File: src/rtl/fetch_queue.sv
// Dual-wide in-order instruction queue between fetch and issue: up to two
// pushes and two pops per cycle, unique non-zero IDs, empty slots read as 0.
`ifndef INST_WIDTH
`define INST_WIDTH 32
`endif
`ifndef ADDR_WIDTH
`define ADDR_WIDTH 32
`endif
`ifndef INSTRUCTION_ID_WIDTH
`define INSTRUCTION_ID_WIDTH 6
`endif

module fetch_queue #(
  parameter int DEPTH      = 8,
  parameter int DEPTH_LOG2 = 3
) (
  input  logic                             clk,
  input  logic                             reset,
  input  logic                             flush,
  input  logic [1:0]                       fetch_vld,
  input  logic [`INST_WIDTH-1:0]           fetch_instruction0,
  input  logic [`INST_WIDTH-1:0]           fetch_instruction1,
  input  logic [`ADDR_WIDTH-1:0]           fetch_pc0,
  input  logic [`ADDR_WIDTH-1:0]           fetch_pc1,
  output logic                             fetch_ready,
  input  logic                             stall_in,
  output logic [`INST_WIDTH-1:0]           instruction0_out,
  output logic [`INST_WIDTH-1:0]           instruction1_out,
  output logic [`ADDR_WIDTH-1:0]           pc0_out,
  output logic [`ADDR_WIDTH-1:0]           pc1_out,
  output logic [`INSTRUCTION_ID_WIDTH-1:0] id0_out,
  output logic [`INSTRUCTION_ID_WIDTH-1:0] id1_out,
  output logic [DEPTH_LOG2:0]              count
);

  typedef logic [`INSTRUCTION_ID_WIDTH-1:0] id_t;
  typedef logic [DEPTH_LOG2-1:0]            ptr_t;
  typedef logic [DEPTH_LOG2:0]              cnt_t;

  typedef struct packed {
    logic [`INST_WIDTH-1:0] inst;
    logic [`ADDR_WIDTH-1:0] pc;
    id_t                    id;
  } entry_t;

  localparam ptr_t PTR_ONE   = ptr_t'(1);
  localparam cnt_t CNT_ONE   = cnt_t'(1);
  localparam cnt_t CNT_TWO   = cnt_t'(2);
  localparam cnt_t READY_MAX = cnt_t'(DEPTH - 2);
  localparam id_t  ID_ONE    = id_t'(1);

  entry_t mem_q [DEPTH];
  ptr_t   head_q, head_d;
  ptr_t   tail_q, tail_d;
  cnt_t   count_q, count_d;
  id_t    next_id_q, next_id_d;
  cnt_t   push_cnt, pop_cnt;
  logic   wr_a, wr_b;
  entry_t entry_a, entry_b;
  entry_t slot0, slot1;

  // ID 0 is the NOP encoding, so the sequence wraps from all-ones to 1.
  function automatic id_t id_inc(input id_t id);
    return (id == '1) ? ID_ONE : id + ID_ONE;
  endfunction

  assign fetch_ready = (count_q <= READY_MAX);

  // NOTE: every variable gets a default at the top so no path leaves it
  // unassigned, which would otherwise infer a latch.
  always_comb begin
    push_cnt = '0;
    pop_cnt  = '0;
    if (!flush) begin
      if (fetch_ready) push_cnt = {{(DEPTH_LOG2-1){1'b0}}, &fetch_vld, ^fetch_vld};
      if (!stall_in)   pop_cnt  = (count_q >= CNT_TWO) ? CNT_TWO : count_q;
    end

    wr_a = (push_cnt != '0);
    wr_b = (push_cnt == CNT_TWO);

    // A lone bit1 is compacted into the first free entry.
    entry_a.inst = fetch_vld[0] ? fetch_instruction0 : fetch_instruction1;
    entry_a.pc   = fetch_vld[0] ? fetch_pc0 : fetch_pc1;
    entry_a.id   = next_id_q;
    entry_b.inst = fetch_instruction1;
    entry_b.pc   = fetch_pc1;
    entry_b.id   = id_inc(next_id_q);

    next_id_d = next_id_q;
    if (wr_b)      next_id_d = id_inc(id_inc(next_id_q));
    else if (wr_a) next_id_d = id_inc(next_id_q);

    head_d  = head_q + ptr_t'(pop_cnt);
    tail_d  = tail_q + ptr_t'(push_cnt);
    count_d = count_q + push_cnt - pop_cnt;
    if (flush) begin
      head_d  = '0;
      tail_d  = '0;
      count_d = '0;
    end
  end

  // NOTE: storage is cleared on reset as well, so every entry holds a defined
  // all-zero value out of reset rather than X.
  always_ff @(posedge clk or posedge reset) begin
    if (reset) begin
      // NOTE: sequential state uses non-blocking assignments so all registers
      // update together from pre-edge values.
      head_q    <= '0;
      tail_q    <= '0;
      count_q   <= '0;
      next_id_q <= ID_ONE;
      for (int i = 0; i < DEPTH; i++) mem_q[i] <= '0;
    end else begin
      head_q    <= head_d;
      tail_q    <= tail_d;
      count_q   <= count_d;
      next_id_q <= next_id_d;
      if (wr_a) mem_q[tail_q] <= entry_a;
      if (wr_b) mem_q[tail_q + PTR_ONE] <= entry_b;
    end
  end

  always_comb begin
    slot0 = '0;
    slot1 = '0;
    if (count_q >= CNT_ONE) slot0 = mem_q[head_q];
    if (count_q >= CNT_TWO) slot1 = mem_q[head_q + PTR_ONE];
  end

  assign instruction0_out = slot0.inst;
  assign instruction1_out = slot1.inst;
  assign pc0_out          = slot0.pc;
  assign pc1_out          = slot1.pc;
  assign id0_out          = slot0.id;
  assign id1_out          = slot1.id;
  assign count            = count_q;

endmodule
File: config.mk
export PLATFORM = sky130hd
export DESIGN_NAME = fetch_queue
export DESIGN_NICKNAME = d
export VERILOG_FILES = /design/src/rtl/fetch_queue.sv
export SDC_FILE = /design/constraint.sdc
export NUM_CORES = 2
export LEC_CHECK = 0
export BUFFER_PORTS_ARGS = -buffer_cell sky130_fd_sc_hd__buf_2
export CAP_MARGIN = 25
export CORE_ASPECT_RATIO = 1.1
export CORE_MARGIN = 2
export CORE_UTILIZATION = 44
export DETAILED_ROUTE_END_ITERATION = 16
export MAX_ROUTING_LAYER = met4
export PLACE_DENSITY = 0.58
export SYNTH_ARGS = -nofsm -noshare
export SYNTH_HDL_FRONTEND = slang
export SYNTH_SLANG_ARGS = --single-unit
File: constraint.sdc
create_clock -name clk -period 22.6 [get_ports clk]
set_input_delay 4.52 -clock clk [delete_from_list [all_inputs] [get_ports clk]]
set_output_delay 4.52 -clock clk [all_outputs]
set_load 0.005 [all_outputs]
==> out/metrics.cfg <==
[global_routing]
grt_pass1_vias = 27450
grt.overflow.total = 0
antenna_found_initial = 7
grt_pass1_wl_um = 178000
grt_max_degree = 117
track_usage = 0.2794

[clock_tree]
cts.sinks = 576
cts_hold_buf = 0
cts_resized = 0
clock_path_buffers = 3
cts_post_setup_buffers_inserted = 0
cts_root_buf = clkbuf_16
cts_tree = built
cts_made_buffers = 67
clk_pin_slew_ns = 0.06
clk_latency_ns = 0.62
htreeDepth = 3

[critical_path]
reg2reg_from = count[0]
r2r_slack_ns = 18.70
cp_slowest_stage_delay_ns = 1.06
r2r_end = mem_q[72]
start_kind = flop
crit_path_frequent_cell = buf_4
crit_required_ns = 18.08
end_kind = output port
crit_arrival_ns = 4.70
reg2reg_depth = 8
worstSetupPathType = reg -> out
path_max_fanout = 58
critical_path.cell_chain = ha_4, buf_4, buf_4, mux4_2, nand2_1, a21oi_1, buf_2
critPathSlowestCell = dfrtp_4

[run]
maxCapViolations = 0

[synthesis]
yosys.area.top_type = dfrtp_1
synthCells = 3459
syn_nets = 3609
seq_area_frac_synth = 0.3927
ys_warn_count = 0
avgSynthCellArea_um2 = 10.61
async_reset_ff_frac = 1.000
synth_top_cell_area_share = 0.3920
yosys.cell_types.count = 59
yosys-top-cells-area = dfrtp_1 39%, mux4_2 17%, mux2i_1 17%
ys.flop_type = dfrtp_1
synth.most_common_cell = nand2_1
netlist_area_mm2 = 0.03670
synth_commonest_cells = 688 x nand2_1, 627 x mux2i_1, 575 x dfrtp_1
synth_edf_count = 0
synth_seq_cells = 576

[timing]
hold_violations = 0
fin_crit_ns = 9.224
setup-violations-final = 0
max_freq_mhz = 108.4
slew_violations = 0
finClkSkew_ns = 0.02992
timing.final.crit_share = 0.4081
tns_ns = 0
slew_headroom = 0.2417
rsz0062_at_grt = no
tightest_slew_ns = 1.137

[route]
wl_um = 116300
final_antenna_net_count = 0
route.vias.total = 27600
post-route-drc-count = 0
via_per_inst = 5.971
drt-initial-drc-count = 2308
dr.pass1.iters = 6
post_drt_wl_per_cell_um = 25.15

[hold_path]
worstHoldStart = mem_q[354]
holdPathEnd = mem_q[354]
min_path_type = reg -> reg
hold_depth = 2

[final_layout]
fin_cells = 4623
drive_above_1_share = 0.2309
fin_area_mm2 = 0.04059
nets = 3647
syn2layout_area_growth_pct = 10.59

[die]
die_h_um = 306.9
dieArea_mm2 = 0.08575
die_w_um = 279.4
initial_core_util = 0.4419
num_io_pins = 279
std_cell_rows = 111
core_area_mm2 = 0.08305

[placed_design]
gp_congestion = 0.8005
port_buffers = 278
dpl.cell_count = 4495
dp_hpwl_um = 66940
dpl-instance-area_mm2 = 0.03823

[power]
peakVddDrop_uv = 69.27
leakagePower_nw = 14.92
power_density_mw_per_mm2 = 107.5

[run_status]
outcome = completed

[state kept, by name (all words and copies together), names as in the netlist]
name       count
count          4
head_q         3
mem_q        560
next_id_q      6
tail_q         3
[power breakdown]
group	leakage [nW]	total, mW	switching, mW	internal, mW
Combinational	6.49	1.63	0.832	0.796
Sequential	7.36	1.63	0.288	1.35
Clock	1.07	1.10	0.457	0.645
Total	14.9	4.36	1.58	2.79
[metal layers]
metal / up-vias / global-route usage / part of all wire
met5: - / - / 0
met4: 0 / 0.06740 / 0.020
met3: 140 / 0.04209 / 0.060
met2: 925 / 0.4432 / 0.48
met1: 14010 / 0.3799 / 0.44
li1: 12530 / - / -
[worst max path at each step]
stage,slack [ns],to,cells after the start,startpoint
after global placement,13.42,pc1_out[29],7,head_q[0]
after global routing,12.96,pc1_out[27],7,head_q[0]
after floorplan,1.97,count[0],1,reset
after CTS,13.15,pc1_out[29],7,head_q[0]
after detailed placement,13.81,pc1_out[29],7,head_q[0]
final,13.38,pc1_out[27],7,head_q[0]
[cell type report]
| class | instances | area, um^2 |
|---|---|---|
| clock buffers | 101 | 1997 |
| well taps | 1073 | 1343 |
| clock inverters | 14 | 181.4 |
| multi-input cells | 2494 | 20530 |
| inverters | 16 | 67.56 |
| diodes | 7 | 17.52 |
| fillers | 7593 | 42460 |
| repair buffers | 342 | 2027 |
| flip-flops and latches | 576 | 14430 |
[critical path, delay by kind of cell, from the launching register on]
kind            cells  cell delay (ns)
buf+inv             3             1.53
flops               1             1.06
fa+ha+maj           1             0.65
mux                 1             0.59
compound gates      1             0.15
simple gates        1             0.08
[layout by cell type, fill, tap and decap left out, drive strengths merged, types with 9 or more instances in the layout]
| master | count |
|---|---|
| nand2 | 688 |
| mux2i | 627 |
| dfrtp | 575 |
| o21ai | 545 |
| buf | 342 |
| mux4 | 280 |
| clkbuf | 101 |
| nor2 | 91 |
| a21oi | 79 |
| mux2 | 66 |
| inv | 17 |
| nor3 | 14 |
| ha | 12 |
| clkinv | 9 |
[cells by family (layout without fill, tap and decap cells)]
group,after synthesis,after routing,synth area share
AND/OR/NAND/NOR,834,834,0.09010
buffers and inverters,389,473,0.05130
flip-flops,576,576,0.3927
AO/OA/AOI/OAI,656,656,0.09310
other,1,8,0.0001022
XOR/XNOR,14,14,0.003341
adder cells (fa/ha/maj),16,16,0.006272
multiplexers,973,973,0.3630
[through the flow]
stage | setup WS (ns) | power, mW | hold WS, ns | utilization
global placement | 13.42 | 3.234 | 0.5457 | 0.4598
finish | 13.38 | 4.363 | 0.5683 | 0.4888
floorplan | 1.967 | 2.662 | 0.5269 | -
global route | 12.96 | 4.616 | 0.5961 | 0.4888
detailed placement | 13.81 | 3.276 | 0.5581 | 0.4603
CTS | 13.15 | 4.389 | 0.5751 | 0.4866
Power figures use the tool's default switching activity.
